--- src/rtl/ascon_ctrl_fsm.sv ---
// Control sequencer for one ASCON-128a encryption: init, one AD block,
// NB_PT_BLOCKS plaintext blocks and finalisation, driving permutation_xor.
module ascon_ctrl_fsm #(
  parameter int unsigned NB_PT_BLOCKS = 4
) (
  input  logic       clock_i,
  input  logic       reset_i,
  input  logic       start_i,
  input  logic       data_valid_i,
  output logic       data_ready_o,
  output logic [3:0] round_o,
  output logic       sel_mux_o,
  output logic       enable_o,
  output logic       ena_xor_up_o,
  output logic       ena_xor_key_up_o,
  output logic       ena_xor_down_o,
  output logic [1:0] sel_xor_down_o,
  output logic       cipher_valid_o,
  output logic       done_o
);

  localparam int unsigned RND_W = 4;
  localparam int unsigned BLK_W = 4;
  localparam logic [RND_W-1:0] LAST_RND  = RND_W'(11);
  localparam logic [RND_W-1:0] FIRST_P8  = RND_W'(4);
  localparam logic [BLK_W-1:0] LAST_BLK  = BLK_W'(NB_PT_BLOCKS - 1);
  localparam logic [1:0]       XD_KEY    = 2'd0;
  localparam logic [1:0]       XD_DOMAIN = 2'd1;

  typedef enum logic [3:0] {
    S_IDLE, S_CONF_INIT, S_INIT, S_WAIT_AD, S_AD,
    S_WAIT_PT, S_PT, S_FINAL, S_END
  } state_e;

  state_e           state_q, state_d;
  logic [RND_W-1:0] round_q, round_d;
  logic [BLK_W-1:0] blk_q, blk_d;

  // State, round counter and plaintext block counter
  always_ff @(posedge clock_i) begin
    if (reset_i) begin
      state_q <= S_IDLE;
      round_q <= '0;
      blk_q   <= '0;
    end else begin
      state_q <= state_d;
      round_q <= round_d;
      blk_q   <= blk_d;
    end
  end

  // Next state and Mealy control outputs; accept cycles depend on data_valid_i
  always_comb begin
    state_d          = state_q;
    round_d          = round_q;
    blk_d            = blk_q;
    data_ready_o     = 1'b0;
    round_o          = '0;
    sel_mux_o        = 1'b0;
    enable_o         = 1'b0;
    ena_xor_up_o     = 1'b0;
    ena_xor_key_up_o = 1'b0;
    ena_xor_down_o   = 1'b0;
    sel_xor_down_o   = XD_KEY;
    cipher_valid_o   = 1'b0;
    done_o           = 1'b0;

    unique case (state_q)
      S_IDLE: begin
        round_d = '0;
        blk_d   = '0;
        if (start_i) state_d = S_CONF_INIT;
      end

      S_CONF_INIT: begin
        enable_o = 1'b1;
        round_d  = RND_W'(1);
        state_d  = S_INIT;
      end

      S_INIT, S_AD, S_PT, S_FINAL: begin
        sel_mux_o = 1'b1;
        enable_o  = 1'b1;
        round_o   = round_q;
        if (round_q == LAST_RND) begin
          round_d = '0;
          unique case (state_q)
            S_INIT: begin
              ena_xor_down_o = 1'b1;
              state_d        = S_WAIT_AD;
            end
            S_AD: begin
              ena_xor_down_o = 1'b1;
              sel_xor_down_o = XD_DOMAIN;
              state_d        = S_WAIT_PT;
            end
            S_PT: begin
              blk_d   = blk_q + BLK_W'(1);
              state_d = S_WAIT_PT;
            end
            default: begin
              ena_xor_down_o = 1'b1;
              state_d        = S_END;
            end
          endcase
        end else begin
          round_d = round_q + RND_W'(1);
        end
      end

      S_WAIT_AD, S_WAIT_PT: begin
        data_ready_o = 1'b1;
        if (data_valid_i) begin
          enable_o     = 1'b1;
          sel_mux_o    = 1'b1;
          ena_xor_up_o = 1'b1;
          if (state_q == S_WAIT_AD) begin
            round_o = FIRST_P8;
            round_d = FIRST_P8 + RND_W'(1);
            state_d = S_AD;
          end else if (blk_q == LAST_BLK) begin
            // last plaintext block goes straight into the p^12 finalisation
            cipher_valid_o   = 1'b1;
            ena_xor_key_up_o = 1'b1;
            round_o          = '0;
            round_d          = RND_W'(1);
            state_d          = S_FINAL;
          end else begin
            cipher_valid_o = 1'b1;
            round_o        = FIRST_P8;
            round_d        = FIRST_P8 + RND_W'(1);
            state_d        = S_PT;
          end
        end
      end

      S_END: begin
        done_o  = 1'b1;
        round_d = '0;
        blk_d   = '0;
        state_d = S_IDLE;
      end

      default: begin
        state_d = S_IDLE;
        round_d = '0;
        blk_d   = '0;
      end
    endcase
  end

endmodule

--- config.mk ---
export PLATFORM = sky130hd
export DESIGN_NAME = ascon_ctrl_fsm
export DESIGN_NICKNAME = d
export VERILOG_FILES = /design/src/rtl/ascon_ctrl_fsm.sv
export SDC_FILE = /design/constraint.sdc
export NUM_CORES = 1
export LEC_CHECK = 0
export ABC_AREA = 1
export CELL_PAD_IN_SITES_DETAIL_PLACEMENT = 0
export CELL_PAD_IN_SITES_GLOBAL_PLACEMENT = 1
export CORE_ASPECT_RATIO = 1.1
export CORE_MARGIN = 2
export CORE_UTILIZATION = 34
export CTS_BUF_LIST = sky130_fd_sc_hd__clkbuf_16
export DETAILED_ROUTE_END_ITERATION = 8
export MAX_ROUTING_LAYER = met4
export PLACE_DENSITY = 0.77
export SETUP_SLACK_MARGIN = 0.4
export SYNTH_ARGS = -nofsm -noshare
export SYNTH_HDL_FRONTEND = slang
export SYNTH_SLANG_ARGS = --single-unit
--- constraint.sdc ---
create_clock -name clock_i -period 1.6 [get_ports clock_i]
set_clock_uncertainty 0.1 [all_clocks]
set_input_delay 0.16 -clock clock_i [delete_from_list [all_inputs] [get_ports clock_i]]
set_output_delay 0.16 -clock clock_i [all_outputs]
set_load 0.02 [all_outputs]
==> flow_metrics.py <==
metrics = {
    "layout": {
        "num_antenna_cells": 0,
        "multi_input_area_um2": 767,
        "fillers": 192,
        "final_cell_count_no_fill": 234,
        "fin_nets": 210,
        "regArea_um2": 260,
        "drive_gt1_share_pct": 64.0,
        "final_common_cell": "buf_4",
        "stdcell_area_um2": 1810,
        "area_delta_synth_final_pct": 112,
        "layout_common_cells": "buf_4 (47), buf_6 (16), nand2_1 (14), nand3_1 (12), inv_1 (11)",
    },
    "synthesis": {
        "synth_area_leaders": "dfxtp_1 (28%), nand2_1 (10%), nand3_1 (10%)",
        "avgSynthCellArea_um2": 6.35,
        "synthDominantCellAreaShare_pct": 28.2,
        "synthCells": 134,
        "synthFlopType": "dfxtp_1",
        "yosysSeqAreaShare_pct": 28.2,
        "yosysUniqueCellTypes": 24,
        "yosysWarnings": 0,
        "syn_nets": 140,
        "async_reset_ff_share_pct": 0,
        "synth_enable_flop_cells": 0,
        "yosysTopAreaCell": "dfxtp_1",
        "ys_ff_latch": 12,
        "netlist_area_um2": 851,
    },
    "timing": {
        "final-hold-violation-count": 0,
        "slew_violations": 0,
        "rsz0062_at_grt": "yes",
        "fin_ws_ps": -18.6,
        "fmax_mhz": 618,
        "setup_violations": 3,
        "min_period_over_period_pct": 101,
        "layout_min_cycle_time_ps": 1620,
    },
    "detailed_routing": {
        "ant_nets": 0,
        "drt_iter0_drc": 12,
        "finalWirelength_um": 2860,
        "drc": 0,
        "viasPerCell": 4.82,
        "routedWlPerCell_um": 12.2,
        "num_vias": 1129,
        "firstDrtPassIters": 4,
    },
    "floorplan": {
        "start_util_pct": 34.7,
        "fp.dieW_um": 51.7,
        "core_um2": 2450,
        "rows": 19,
        "die_y_um": 56.5,
        "design.portCount": 18,
        "design.die.area_um2": 2920,
    },
    "pwr": {
        "combPwrFrac_pct": 65.3,
        "p_clk_share_pct": 17.5,
        "p_per_area_nw_per_um2": 1440,
        "seqPwrFrac_pct": 17.2,
        "power.switching_w": 0.00111,
        "internal-power_w": 0.00149,
        "sw_frac_of_total_pct": 42.6,
        "leakage_nw": 0.815,
        "peakVddDrop_uv": 1160,
    },
    "setup_path": {
        "required_ps": 1340,
        "setup.worst_path.start_class": "register",
        "crit_fanout": 4,
        "end_kind": "primary output",
        "arrival_ps": 1360,
        "critPathKind": "register to primary output",
    },
    "grt": {
        "grt_pass1_vias": 1010,
        "grt_use_total_pct": 20.9,
        "grt_pass1_wl_um": 4570,
        "grt.overflow.total": 0,
        "antenna_found_initial": 0,
        "grt_max_degree": 8,
    },
    "hold_path": {
        "min_path_type": "register to register",
    },
    "placed_design": {
        "placed_cells": 213,
        "dpl_cell_area_um2": 1430,
        "portBuffers": 16,
        "dp_hpwl_um": 1980,
        "gp_congestion": 0.838,
        "place_ws_ps": -399,
    },
    "clock_tree": {
        "htree_num_levels": 1,
        "clock_latency_ps": 240,
        "root_buffer": "clkbuf_16",
        "cts-buffers-inserted": 3,
        "clockBufferDepth": 2,
        "cts_tree": "built",
        "clkTransAtPathRegs_ps": 40,
        "cts_num_sinks": 12,
    },
    "job": {
        "max_cap_viol_count": 0,
    },
    "outcome": {
        "status": "complete, but fails checks",
        "violations": "setup timing",
    },
}
## cell usage after synthesis (all sizes together), types with 2 or more instances
| cell | number |
|---|---|
| nand2 | 29 |
| nor2 | 24 |
| inv | 19 |
| nand3 | 19 |
| dfxtp | 12 |
| a21oi | 10 |
| nor3 | 5 |
| o21ai | 3 |
| xor2 | 3 |
| buf | 2 |
| ha | 2 |
## flip-flops by register name, summed over array words and instances, names as in the netlist
| name | flops |
|---|---|
| blk_q | 4 |
| state_q | 4 |
| round_q | 4 |
## timing repair
item                                    CTS  global route
buffers inserted                          8             9
gates cloned                              0             0
gates resized for setup                 111            14
pin swaps                                16            11
endpoints found under the setup margin   25            25
hold buffers                              0             0
## critical path, cell delays in order (launching register included)
cell,delay [ps]
dfxtp_2,350
nor2_4,170
nand3_4,120
nand2_4,110
inv_4,40
nor2_4,80
nand2_2,70
o21ai_4,60
buf_6,130
## path summary, 6_finish.rpt
kind | slack (ps) | endpoint | startpoint | cells after the start
max | -20 | round_o[2] | state_q[3]$_SDFFE_PP0P_ | 8
min | 450 | round_q[3]$_SDFFE_PP0P_ | round_q[3]$_SDFFE_PP0P_ | 2
max reg2reg | 10 | state_q[0]$_SDFFE_PP0P_ | state_q[1]$_SDFFE_PP0P_ | 11
min reg2reg | 450 | round_q[3]$_SDFFE_PP0P_ | round_q[3]$_SDFFE_PP0P_ | 2
## per-layer routing
layer | global-route usage [%] | part of all wire [%] | vias to the layer above
li1 | - | - | 566
met1 | 25.3 | 43 | 541
met2 | 35.0 | 54 | 17
met3 | 4.79 | 2.6 | 5
met4 | 4.51 | 0.91 | 0
met5 | - | 0 | -
## layout make-up
type	instances	area share (%)
multi-input cells	100	42.5
clock buffers	3	4.16
repair buffers	67	31.5
inverters	20	5.13
well taps	31	2.15
flip-flops and latches	12	14.4
clock inverters	1	0.208
## through the flow
stage                     hold WS (ps)  TNS (ps)  util, %  power, W
after floorplan                    332         0        -   0.00118
after global placement             417     -2780     58.3   0.00170
after detailed placement           420     -3050     58.3   0.00172
after CTS                          439     -19.3     69.0   0.00245
after global routing               470      -690     73.7   0.00277
final                              446     -34.0     73.7   0.00260
## logic make-up (layout without fill, tap and decap cells)
kind of cell	Yosys count	count (layout)	synth area share (%)
and+or+nand+nor	80	80	46.6
buffers and inverters	22	91	10.1
AOI/OAI and AO/OA	14	14	8.53
DFF	12	12	28.2
xor gates and xnor gates	3	3	3.09
adders and majority gates	2	2	2.94
other	1	1	0.441
## power groups by stage
| stage | Sequential, W | Combinational [W] | Clock [W] |
|---|---|---|---|
| after detailed placement | 0.000434 | 0.00129 | 0 |
| final | 0.000449 | 0.00170 | 0.000455 |
| after global placement | 0.000431 | 0.00127 | 0 |
| after CTS | 0.000439 | 0.00155 | 0.000467 |
| after global routing | 0.000455 | 0.00182 | 0.000490 |
| after floorplan | 0.000426 | 0.000757 | 0 |
No activity file was read; power rests on OpenSTA's default activity.
